--- src/rtl/uart_pkg.sv ---
// Shared UART definitions: receiver state encoding, oversampling constants
// and the even-parity helper also used by the transmitter.
package uart_pkg;

  localparam int unsigned OVERSAMPLE_DEF = 16;
  localparam int unsigned DATA_BITS_DEF  = 8;
  localparam int unsigned PARITY_MAX_W   = 16;

  typedef enum logic [2:0] {
    IDLE   = 3'd0,
    START  = 3'd1,
    DATA   = 3'd2,
    PARITY = 3'd3,
    STOP   = 3'd4
  } rx_state_e;

  // Tick index at the middle of the start bit.
  function automatic int unsigned mid_tick(input int unsigned oversample);
    return oversample / 2 - 1;
  endfunction

  // Tick index one full bit period after the previous sample point.
  function automatic int unsigned last_tick(input int unsigned oversample);
    return oversample - 1;
  endfunction

  // Zero-extension does not change the result, so narrower words are widened by the caller.
  function automatic logic even_parity(input logic [PARITY_MAX_W-1:0] data);
    return ^data;
  endfunction

endpackage

--- src/rtl/uart_receiver_if.sv ---
// System-side bundle of the UART receiver: baud tick, serial line, received byte and flags.
interface uart_receiver_if #(
  parameter int unsigned DATA_BITS = 8
);

  logic                 sample_ENABLE;
  logic                 Rx_EN;
  logic                 RxD;
  logic [DATA_BITS-1:0] Rx_DATA;
  logic                 Rx_VALID;
  logic                 Rx_FERROR;
  logic                 Rx_PERROR;

  modport master (
    output sample_ENABLE, Rx_EN, RxD,
    input  Rx_DATA, Rx_VALID, Rx_FERROR, Rx_PERROR
  );

  modport slave (
    input  sample_ENABLE, Rx_EN, RxD,
    output Rx_DATA, Rx_VALID, Rx_FERROR, Rx_PERROR
  );

endinterface

--- src/rtl/uart_rx_sync.sv ---
// RxD two-flop synchroniser and rising-edge detector turning the baud
// controller's square wave into a single-cycle oversample tick.
module uart_rx_sync (
  input  logic clk,
  input  logic reset,
  input  logic sample_ENABLE,
  input  logic rxd,
  output logic rxd_s,
  output logic tick
);

  logic rxd_meta;
  logic sample_prev;

  // Line idles high, so the synchroniser resets to 1 to avoid a phantom start bit.
  always_ff @(posedge clk or posedge reset) begin
    if (reset) begin
      rxd_meta    <= 1'b1;
      rxd_s       <= 1'b1;
      sample_prev <= 1'b0;
    end else begin
      rxd_meta    <= rxd;
      rxd_s       <= rxd_meta;
      sample_prev <= sample_ENABLE;
    end
  end

  assign tick = sample_ENABLE & ~sample_prev;

endmodule

--- src/rtl/uart_receiver.sv ---
// UART receive stage: recovers 8N1/8E1 frames from an oversampled RxD line and
// presents the byte with a one-clk valid strobe plus framing/parity flags.
module uart_receiver
  import uart_pkg::*;
#(
  parameter int unsigned DATA_BITS  = DATA_BITS_DEF,
  parameter int unsigned OVERSAMPLE = OVERSAMPLE_DEF,
  parameter int unsigned PARITY_EN  = 1
) (
  input  logic            clk,
  input  logic            reset,
  uart_receiver_if.slave  rx_if
);

  localparam int unsigned TCW = $clog2(OVERSAMPLE);
  localparam int unsigned BCW = $clog2(DATA_BITS + 1);
  localparam logic [TCW-1:0] MID_T    = TCW'(mid_tick(OVERSAMPLE));
  localparam logic [TCW-1:0] LAST_T   = TCW'(last_tick(OVERSAMPLE));
  localparam logic [BCW-1:0] BIT_LAST = BCW'(DATA_BITS - 1);

  logic rxd_s;
  logic tick;

  rx_state_e state, state_nxt;

  logic [TCW-1:0]       tick_cnt;
  logic [BCW-1:0]       bit_cnt;
  logic [DATA_BITS-1:0] shift_reg;
  logic                 perr;

  logic [DATA_BITS-1:0] data_q;
  logic                 valid_q;
  logic                 ferror_q;
  logic                 perror_q;

  logic at_mid, at_last;
  logic tick_clr, tick_inc, bit_clr, shift_en, par_cap, frame_done;

  uart_rx_sync u_sync (
    .clk           (clk),
    .reset         (reset),
    .sample_ENABLE (rx_if.sample_ENABLE),
    .rxd           (rx_if.RxD),
    .rxd_s         (rxd_s),
    .tick          (tick)
  );

  assign at_mid  = tick && (tick_cnt == MID_T);
  assign at_last = tick && (tick_cnt == LAST_T);

  always_ff @(posedge clk or posedge reset) begin
    if (reset) state <= IDLE;
    else       state <= state_nxt;
  end

  // Next state; a low enable overrides everything and parks the FSM in IDLE.
  always_comb begin
    state_nxt = state;
    if (!rx_if.Rx_EN) begin
      state_nxt = IDLE;
    end else begin
      case (state)
        IDLE:    if (tick && !rxd_s) state_nxt = START;
        START:   if (at_mid) state_nxt = rxd_s ? IDLE : DATA;
        DATA:    if (at_last && (bit_cnt == BIT_LAST))
                   state_nxt = (PARITY_EN != 0) ? PARITY : STOP;
        PARITY:  if (at_last) state_nxt = STOP;
        STOP:    if (at_last) state_nxt = IDLE;
        default: state_nxt = IDLE;
      endcase
    end
  end

  // Datapath strobes derived from the current state and tick position.
  always_comb begin
    tick_clr   = 1'b0;
    tick_inc   = 1'b0;
    bit_clr    = 1'b0;
    shift_en   = 1'b0;
    par_cap    = 1'b0;
    frame_done = 1'b0;
    if (!rx_if.Rx_EN) begin
      tick_clr = 1'b1;
      bit_clr  = 1'b1;
    end else begin
      tick_clr   = (state_nxt != state) || at_last;
      tick_inc   = tick && (state != IDLE);
      bit_clr    = (state_nxt != state);
      shift_en   = (state == DATA)   && at_last;
      par_cap    = (state == PARITY) && at_last;
      frame_done = (state == STOP)   && at_last;
    end
  end

  always_ff @(posedge clk or posedge reset) begin
    if (reset) begin
      tick_cnt  <= '0;
      bit_cnt   <= '0;
      shift_reg <= '0;
      perr      <= 1'b0;
      data_q    <= '0;
      valid_q   <= 1'b0;
      ferror_q  <= 1'b0;
      perror_q  <= 1'b0;
    end else begin
      if (tick_clr)      tick_cnt <= '0;
      else if (tick_inc) tick_cnt <= tick_cnt + TCW'(1);

      if (bit_clr)       bit_cnt <= '0;
      else if (shift_en) bit_cnt <= bit_cnt + BCW'(1);

      if (shift_en) shift_reg <= {rxd_s, shift_reg[DATA_BITS-1:1]};
      if (par_cap)  perr      <= even_parity(PARITY_MAX_W'(shift_reg)) ^ rxd_s;

      // Stop-bit sample point: publish the frame on the following clk.
      valid_q <= frame_done;
      if (frame_done) begin
        data_q   <= shift_reg;
        ferror_q <= ~rxd_s;
        perror_q <= (PARITY_EN != 0) ? perr : 1'b0;
      end
    end
  end

  assign rx_if.Rx_DATA   = data_q;
  assign rx_if.Rx_VALID  = valid_q;
  assign rx_if.Rx_FERROR = ferror_q;
  assign rx_if.Rx_PERROR = perror_q;

endmodule

--- src/flat_wrapper.sv ---
// flat-port wrapper written by rule: the top's interface ports become plain ports
module uart_receiver_flat import uart_pkg::*;
#(
  parameter int unsigned DATA_BITS  = DATA_BITS_DEF,
  parameter int unsigned OVERSAMPLE = OVERSAMPLE_DEF,
  parameter int unsigned PARITY_EN  = 1
)
  (clk, reset, rx_if_sample_ENABLE, rx_if_Rx_EN, rx_if_RxD, rx_if_Rx_DATA, rx_if_Rx_VALID, rx_if_Rx_FERROR, rx_if_Rx_PERROR);
  uart_receiver_if #(.DATA_BITS(DATA_BITS)) rx_if_i ();
  input  logic clk;
  input  logic reset;
  input wire logic [$bits(rx_if_i.sample_ENABLE)-1:0] rx_if_sample_ENABLE;
  input wire logic [$bits(rx_if_i.Rx_EN)-1:0] rx_if_Rx_EN;
  input wire logic [$bits(rx_if_i.RxD)-1:0] rx_if_RxD;
  output wire logic [$bits(rx_if_i.Rx_DATA)-1:0] rx_if_Rx_DATA;
  output wire logic [$bits(rx_if_i.Rx_VALID)-1:0] rx_if_Rx_VALID;
  output wire logic [$bits(rx_if_i.Rx_FERROR)-1:0] rx_if_Rx_FERROR;
  output wire logic [$bits(rx_if_i.Rx_PERROR)-1:0] rx_if_Rx_PERROR;
  assign rx_if_i.sample_ENABLE = rx_if_sample_ENABLE;
  assign rx_if_i.Rx_EN = rx_if_Rx_EN;
  assign rx_if_i.RxD = rx_if_RxD;
  assign rx_if_Rx_DATA = rx_if_i.Rx_DATA;
  assign rx_if_Rx_VALID = rx_if_i.Rx_VALID;
  assign rx_if_Rx_FERROR = rx_if_i.Rx_FERROR;
  assign rx_if_Rx_PERROR = rx_if_i.Rx_PERROR;
  uart_receiver #(.DATA_BITS(DATA_BITS), .OVERSAMPLE(OVERSAMPLE), .PARITY_EN(PARITY_EN)) u_core (.clk(clk), .reset(reset), .rx_if(rx_if_i));
endmodule
--- config.mk ---
export PLATFORM = sky130hd
export DESIGN_NAME = uart_receiver_flat
export DESIGN_NICKNAME = d
export VERILOG_FILES = /design/src/rtl/uart_pkg.sv /design/src/rtl/uart_receiver_if.sv /design/src/rtl/uart_rx_sync.sv /design/src/rtl/uart_receiver.sv /design/src/flat_wrapper.sv
export SDC_FILE = /design/constraint.sdc
export NUM_CORES = 1
export LEC_CHECK = 0
export CORE_MARGIN = 2
export CORE_UTILIZATION = 48
export DETAILED_ROUTE_END_ITERATION = 12
export GPL_TIMING_DRIVEN = 0
export PLACE_DENSITY = 0.81
export SYNTH_ARGS = -nofsm -noshare
export SYNTH_HDL_FRONTEND = slang
export SYNTH_HIERARCHICAL = 1
export SYNTH_SLANG_ARGS = --single-unit
--- constraint.sdc ---
create_clock -name clk -period 1.89 [get_ports clk]
set_clock_uncertainty 0.1 [all_clocks]
set_input_delay 0.378 -clock clk [delete_from_list [all_inputs] [get_ports clk]]
set_output_delay 0.378 -clock clk [all_outputs]
set_load 0.005 [all_outputs]
==> results of run 1 <==
-- power by group through the flow --
stage                     registers [mW]  logic (mW)  clock network, mW
after global routing               0.740      0.0851              0.476
final                              0.739      0.0760              0.431
after detailed placement           0.751      0.0629                  0
after floorplan                    0.751      0.0418                  0
after CTS                          0.738      0.0714              0.447
after global placement             0.751      0.0615                  0
-- area by class of cell --
type	count	area, sq um	area share
buffer	5	33.8	0.0152
clock buffer	6	51.3	0.0231
clock inverter	2	12.5	0.00563
inverter	6	22.5	0.0101
multi-input combinational	95	887	0.399
sequential	34	855	0.384
tap	46	57.6	0.0259
timing repair buffer	31	304	0.137
-- cells by family after synthesis --
logic type      synth area share
flops                      0.495
mux                        0.145
fa+ha+maj                 0.0145
xor+xnor                  0.0741
compound gates            0.0821
buf+inv                   0.0334
simple gates               0.156
-- worst max path at each step --
stage / endpoint / depth (start not counted)
2_1_floorplan: u_core/rx_if.Rx_DATA[0] / 5
3_3_place_gp: u_core/rx_if.Rx_PERROR / 6
3_5_place_dp: u_core/tick_cnt[2] / 7
4_1_cts: u_core/rx_if.Rx_DATA[6] / 5
5_1_grt: u_core/bit_cnt[3] / 7
6_report: u_core/rx_if.Rx_DATA[6] / 4
-- layout by cell type (no fill, tap or decap), drive strengths merged, types with 2 or more instances in the layout --
cell type,instances
inv,6
nand2,4
o22ai,2
o31ai,2
xnor2,9
buf,18
mux2,18
clkbuf,9
nand3,4
nor2,5
clkdlybuf4s50,13
mux2i,2
a21oi,2
dfrtp,32
dfstp,2
nand2b,4
xor2,3
nor4,2
ha,2
o21ai,3
and3,2
dlygate4sd2,2
a31oi,3
nor3,10
nor2b,2
nand4,2
-- critical path, cell delays in order (launching register included) --
cell      delay, ns
dfrtp_2        0.42
nand2b_2       0.24
or4_4          0.57
buf_8          0.17
mux2_4         0.29
-- per-layer routing --
metal / vias to the layer above / track usage
met5: - / 0
met4: 0 / 0.0679
met3: 11 / 0.0493
met2: 50 / 0.348
met1: 633 / 0.238
li1: 578 / -
-- metrics by stage --
stage / instance area, sq um / TNS, ns
detailed placement: 1940 / -15.96
global route: 2220 / -0.206
global placement: 1940 / -14.05
floorplan: 1740 / -0.0269
finish: 2220 / 0
CTS: 2150 / 0
-- timing repair --
action,in CTS,in global routing
endpoints found under the setup margin,26,16
resized for setup,7,16
buffers inserted,12,3
endpoints found under the hold margin,0,0
pin swaps,3,1
cloned,1,0
==> flow_summary.ini, run 1 <==
[run_status]
status = complete, no violations

[logic_synthesis]
netlist.area_leader.share = 0.465
synthTopCellsByArea = dfrtp_1 46%, mux2_2 7.2%, mux2_4 6.1%
ys.flop_type = dfrtp_1
yosysTopAreaCell = dfrtp_1
synthTopCellsByCount = 32 x dfrtp_1, 11 x mux2_2, 9 x nor3_1, 9 x xnor2_1, 7 x mux2_4
synth.most_common_cell = dfrtp_1
ys_seq_elements = 34
async_flop_share = 1.00
syn_nets = 149
synth_edf_count = 0
ys_warn_count = 6
syn-cell-area_sq_um = 1720
post_synth_num_cell_types = 46
yosysSeqAreaShare = 0.495
syn_area_per_cell_sq_um = 12.1
synthCells = 142

[routing]
wl_met3_um = 184
drt_pass1_iterations = 4
ant_nets = 0
route.met2.wl_um = 1920
top_layer = met4
num_vias = 1272
vias_per_cell = 5.65
wl_per_cell_um = 16.3
drt_iter0_drc = 78
drt-total-wl_um = 3680
drc = 0
wl_met1_um = 1480

[power]
clockPowerShare = 0.346
ir_worst_vdd_uv = 288
p_comb_frac = 0.061
pwr-share-seq = 0.593
p_leak_nw = 1.03
cell_internal_pwr_mw = 0.944
switching_power_mw = 0.302
swShare = 0.243
power.total_mw = 1.25
powerDensity_nw_per_um2 = 560

[critical_path]
cp_data_required_time_ns = 2.02
crit_type = reg -> reg
worst_setup_path_end_kind = flip-flop
r2r_slack_ns = 0.002
r2r-start = u_core/state[0]
worst_setup_path_start_kind = flip-flop
cp-startpoint = u_core/state[0]
rr_endpoint = u_core/rx_if.Rx_DATA[6]
cp.arrival_ns = 2.02
cp_max_fo = 5
reg2reg_depth = 4

[global_route]
antenna_found_initial = 0
grt.total_usage = 0.199
grt_max_degree = 32
grt_pass1_wl_um = 6260
first_global_vias = 1294
overflow = 0

[placement]
routabilityCongestion = 0.890
place_hpwl_um = 2400
port_buffers = 15
pre_cts_ws_ns = -0.649
dpl.cell_count = 203

[clock_tree]
clk_pin_slew_worst_paths_ns = 0.11
cts_hold_buf = 0
cts_tree = yes
clock_latency_ns = 0.34
cts_made_buffers = 5
cts_htree_levels = 2
clockBufferDepth = 2
root_buffer = clkbuf_4
cts.sinks = 34

[final_layout]
syn2layout_area_growth_pct = 29.0
fin_util = 0.656
fill_cells = 244
fin_nets = 185
layoutNonFillerInstCount = 225
diodes = 0
final_layout_size_suffix_gt1_frac = 0.374

[sta]
max_freq_mhz = 530
worstMarginPinSlew_ns = 1.16
setup_viol_count_final = 0
rsz0062_at_grt = yes
hold_viol = 0
slew_viol_final = 0
fin_crit_sh = 0.999
hold_slack_ns = 0.106
setup_slack_ns = 0.00229
max_slew_margin = 0.226
period_needed_ns = 1.89

[die]
core_sq_um = 3390
die_w_um = 63.9
start_util = 0.508
num_rows = 21
dieArea_sq_um = 4080
io-pin-count = 16
die_y_um = 63.9

[hold_path]
min_path_type = in -> async

[run]
max_cap_violations = 0
No activity file was read; power rests on OpenSTA's default activity.
==> run 2: changes to the inputs <==
Settings changed: CORE_UTILIZATION 48 to 40, HOLD_SLACK_MARGIN set to 0.15, PLACE_DENSITY 0.81 to 0.71.
==> run 2 against run 1 <==
  * Clock power rose by 61%
  * Critical path type unchanged
  * Clock-buffer cell count grew 1
  * Worst hold slack better by 0.066 ns
  * Final cell count stayed put
  * Die area is 19% higher
  * Setup slack better by 0.039 ns
  * Register-to-register slack better by 0.04 ns
  * Global-route usage fell by 5.6 points
  * Highest routed layer unchanged
  * Largest power group unchanged
  * Critical endpoint is now u_core/rx_if.Rx_DATA[1]
  * Sequential power about the same
  * Utilization shrank 12 points
  * Design area fell by 1.2%
==> flow_summary.ini, run 2 (synthesis results as in run 1) <==
[final_layout]
layout_common_cells = 30 x dfrtp_1, 13 x clkdlybuf4s50_1, 11 x mux2_2, 11 x buf_4, 9 x xnor2_1
diodes = 0
fin_nets = 181
syn2layout_area_growth_pct = 27.5
fin_util = 0.538
final_layout_size_suffix_gt1_frac = 0.326
final_common_cell = dfrtp_1
final_area_sq_um = 2200

[routing]
ant_nets = 0
drc = 0
drt_iter0_drc = 97
wl_per_cell_um = 14.7
drt-total-wl_um = 3310
vias_per_cell = 5.31
drt_pass1_iterations = 4
num_vias = 1194

[global_route]
grt_pass1_wl_um = 5480
antenna_found_initial = 0
first_global_vias = 1192
grt.total_usage = 0.144
overflow = 0
grt_max_degree = 32

[clock_tree]
cts_htree_levels = 2
clk_pin_slew_worst_paths_ns = 0.07
clockBufferDepth = 2
cts.sinks = 34
root_buffer = clkbuf_8
clock_latency_ns = 0.29
cts_hold_buf = 0
cts_tree = yes
cts_made_buffers = 5

[sta]
max_freq_mhz = 541
hold_viol = 0
rsz0062_at_grt = yes
worstMarginPinSlew_ns = 1.16
period_needed_ns = 1.85
slew_viol_final = 0
fin_crit_sh = 0.978
setup_viol_count_final = 0
max_slew_margin = 0.228
setup_slack_ns = 0.0414
tns_ns = 0

[placement]
place_hpwl_um = 2210
routabilityCongestion = 0.935
place_area_sq_um = 1950
port_buffers = 15
pre_cts_ws_ns = -0.658

[power]
powerDensity_nw_per_um2 = 683
power.total_mw = 1.50
switching_power_mw = 0.310
cell_internal_pwr_mw = 1.19
clockPowerShare = 0.461
ir_worst_vdd_uv = 400
p_leak_nw = 1.03
swShare = 0.207
p_comb_frac = 0.047
pwr-share-seq = 0.492

[die]
die_y_um = 69.6
num_rows = 23
core_sq_um = 4090
io-pin-count = 16
dieArea_sq_um = 4850
start_util = 0.422
die_w_um = 69.6

[run_status]
status = complete, no violations

[critical_path]
crit_type = reg -> reg
cp_data_required_time_ns = 1.96
cp_max_fo = 8
worst_setup_path_end_kind = flip-flop
r2r-start = u_core/tick_cnt[0]
cp.arrival_ns = 1.92
worst_setup_path_start_kind = flip-flop
cp-startpoint = u_core/tick_cnt[0]

[run]
max_cap_violations = 0

[hold_path]
min_path_type = in -> async
run 2: worst max-delay path, stage by stage (launching register included):
cell	delay (ns)
dfrtp_1	0.40
ha_4	0.18
nand4_4	0.14
or4_4	0.46
buf_8	0.16
mux2_4	0.29
run 2: repair_timing:
item	4_1_cts	5_1_grt
setup buffers	9	3
pin swaps	2	3
endpoints found under the setup margin	27	24
resized for setup	6	6
run 2: layer usage:
layer | share of wire | global-route usage
met3 | 0.036 | 0.0349
met4 | 0.020 | 0.0705
met1 | 0.43 | 0.164
met5 | 0 | 0
met2 | 0.51 | 0.250
run 2: final timing paths:
kind | endpoint | slack (ns) | cells after the start
max in group asynchronous | u_core/bit_cnt[0] | 0.30 | 2
min | u_core/u_sync/sample_prev | 0.17 | 2
min reg2reg | u_core/u_sync/rxd_s | 0.26 | 0
min in group clk | u_core/u_sync/sample_prev | 0.24 | 1
max | u_core/rx_if.Rx_DATA[1] | 0.04 | 5
max reg2reg | u_core/rx_if.Rx_DATA[1] | 0.04 | 5
run 2: power groups by stage:
stage | Sequential (mW) | Clock [mW] | Combinational, mW
floorplan | 0.751 | 0 | 0.0418
CTS | 0.738 | 0.709 | 0.0695
global route | 0.738 | 0.746 | 0.0778
detailed placement | 0.751 | 0 | 0.0631
global placement | 0.751 | 0 | 0.0605
finish | 0.738 | 0.693 | 0.0706
run 2: area by class of cell:
class | count | area, sq um
fillers | 345 | 1890
multi-input cells | 95 | 857
flip-flops and latches | 34 | 856
repair buffers | 27 | 250
clock buffers | 7 | 86.3
well taps | 50 | 62.6
plain buffers | 5 | 32.5
clock inverters | 1 | 30.0
inverters | 6 | 22.5
run 2: metrics by stage:
| step | instances | hold slack (ns) |
|---|---|---|
| 6_report | 225 | 0.172 |
| 5_1_grt | 225 | 0.177 |
| 2_1_floorplan | 142 | 0.0302 |
| 3_5_place_dp | 207 | 0.248 |
| 3_3_place_gp | 207 | 0.248 |
| 4_1_cts | 222 | 0.168 |
==> run 3: changes to the inputs <==
Settings changed: ABC_CLOCK_PERIOD_IN_PS set to 1890, CAP_MARGIN set to 40.
==> run 3 against run 2 <==
  * Critical path depth unchanged
  * First-iteration DRC count fell by 6.2%
  * Highest routed layer unchanged
  * Register-to-register slack worse by 0.03 ns
  * Clock-buffer cell count unchanged
  * Design area rose by 2.0%
  * Global-route usage is 0.78 points higher
  * Non-clock buffer count up 5
  * Sequential share of layout area shrank 0.84 points
  * Largest power group unchanged
==> flow_summary.ini, run 3 (synthesis results as in run 1) <==
[critical_path]
worst_setup_path_start_kind = flip-flop
path_cells = ha_4 > nand4_4 > or4_4 > buf_8 > mux2_4
crit_type = reg -> reg
cpMaxStageDelayCell = or4_4
cp_data_required_time_ns = 1.96
worstPathBufferInverterCount = 1
critPathTopFamily = simple AND/OR/NAND/NOR gates
reg2reg_depth = 5
cpPeakStageDelay_ns = 0.51
worst_setup_path_end_kind = flip-flop
cp_max_fo = 5
cp.arrival_ns = 1.95
cp.depth = 5

[final_layout]
final_area_sq_um = 2240
syn2layout_area_growth_pct = 30.1
fin_util = 0.549
final_layout_size_suffix_gt1_frac = 0.328
layout_common_cells = 31 x dfrtp_1, 14 x buf_4, 13 x clkdlybuf4s50_1
fin_nets = 186
fill_cells = 344
final_common_cell = dfrtp_1
diodes = 0
layoutNonFillerInstCount = 230

[power]
powerDensity_nw_per_um2 = 609
p_leak_nw = 1.05
ir_worst_vdd_uv = 226

[sta]
setup_viol_count_final = 0
hold_viol = 0
max_freq_mhz = 531
slew_viol_final = 0
period_needed_ns = 1.88
worstMarginPinSlew_ns = 0.544
fin_crit_sh = 0.996
rsz0062_at_grt = yes
setup_slack_ns = 0.00841
tns_ns = 0
max_slew_margin = 0.635

[routing]
drt_iter0_drc = 91
drt-total-wl_um = 3470
wl_per_cell_um = 15.1
drt_pass1_iterations = 4
ant_nets = 0
drc = 0
num_vias = 1220
vias_per_cell = 5.30

[hold_path]
min_path_type = in -> async

[clock_tree]
cts_htree_levels = 2
root_buffer = clkbuf_8
clk_pin_slew_worst_paths_ns = 0.07
cts_made_buffers = 5
clock_latency_ns = 0.29
clockBufferDepth = 2
cts_tree = yes
cts.sinks = 34

[placement]
pre_cts_ws_ns = -0.648
port_buffers = 15
dpl.cell_count = 208
place_area_sq_um = 1980
routabilityCongestion = 0.935
place_hpwl_um = 2240

[die]
start_util = 0.422
num_rows = 23
core_sq_um = 4090
io-pin-count = 16
die_y_um = 69.6
die_w_um = 69.6
dieArea_sq_um = 4850

[run]
max_cap_violations = 0

[run_status]
status = complete, no violations

[global_route]
grt_max_degree = 23
grt_pass1_wl_um = 5720
overflow = 0
first_global_vias = 1210
grt.total_usage = 0.151
antenna_found_initial = 0
==> run 3: where the power goes <==
part | internal, mW | switching, mW
clock | 0.294 | 0.256
sequential | 0.734 | 0.00410
combinational | 0.0330 | 0.0448
==> run 3: area by class of cell <==
cell class / instances / area, sq um / share of cell area
buffer: 5 / 31.3 / 0.0140
clock buffer: 7 / 86.3 / 0.0385
multi-input combinational: 95 / 852 / 0.380
tap: 50 / 62.6 / 0.0279
inverter: 6 / 22.5 / 0.0100
timing repair buffer: 32 / 328 / 0.146
clock inverter: 1 / 5.00 / 0.00223
sequential: 34 / 855 / 0.381
==> run 3: final timing paths <==
check / from / end / slack, ns
setup / recovery: u_core/tick_cnt[1] / u_core/rx_if.Rx_DATA[0] / 0.008
hold / removal: reset / u_core/u_sync/sample_prev / 0.17
setup reg to reg: u_core/tick_cnt[1] / u_core/rx_if.Rx_DATA[0] / 0.008
hold reg to reg: u_core/u_sync/rxd_meta / u_core/u_sync/rxd_s / 0.26
max in group asynchronous: reset / u_core/state[0] / 0.88
min in group clk: rx_if_sample_ENABLE / u_core/u_sync/sample_prev / 0.24
==> run 3: repair_timing <==
item	in CTS	in global routing
setup endpoints to repair	27	17
setup buffers	11	4
hold buffers	0	0
pin swaps	3	1
gates cloned	1	0
gates resized for setup	7	2
==> run 3: layer usage <==
| layer | global-route usage | wire (um) | vias to the layer above |
|---|---|---|---|
| li1 | - | - | 583 |
| met1 | 0.177 | 1420 | 591 |
| met2 | 0.257 | 1790 | 39 |
| met3 | 0.0494 | 185 | 7 |
| met4 | 0.0598 | 69 | 0 |
| met5 | 0 | 0 | - |
==> run 3: per-stage QoR <==
stage	total power [mW]	hold slack, ns
detailed placement	0.821	0.247
CTS	1.38	0.169
finish	1.37	0.172
floorplan	0.792	0.0302
global placement	0.812	0.248
global route	1.43	0.188
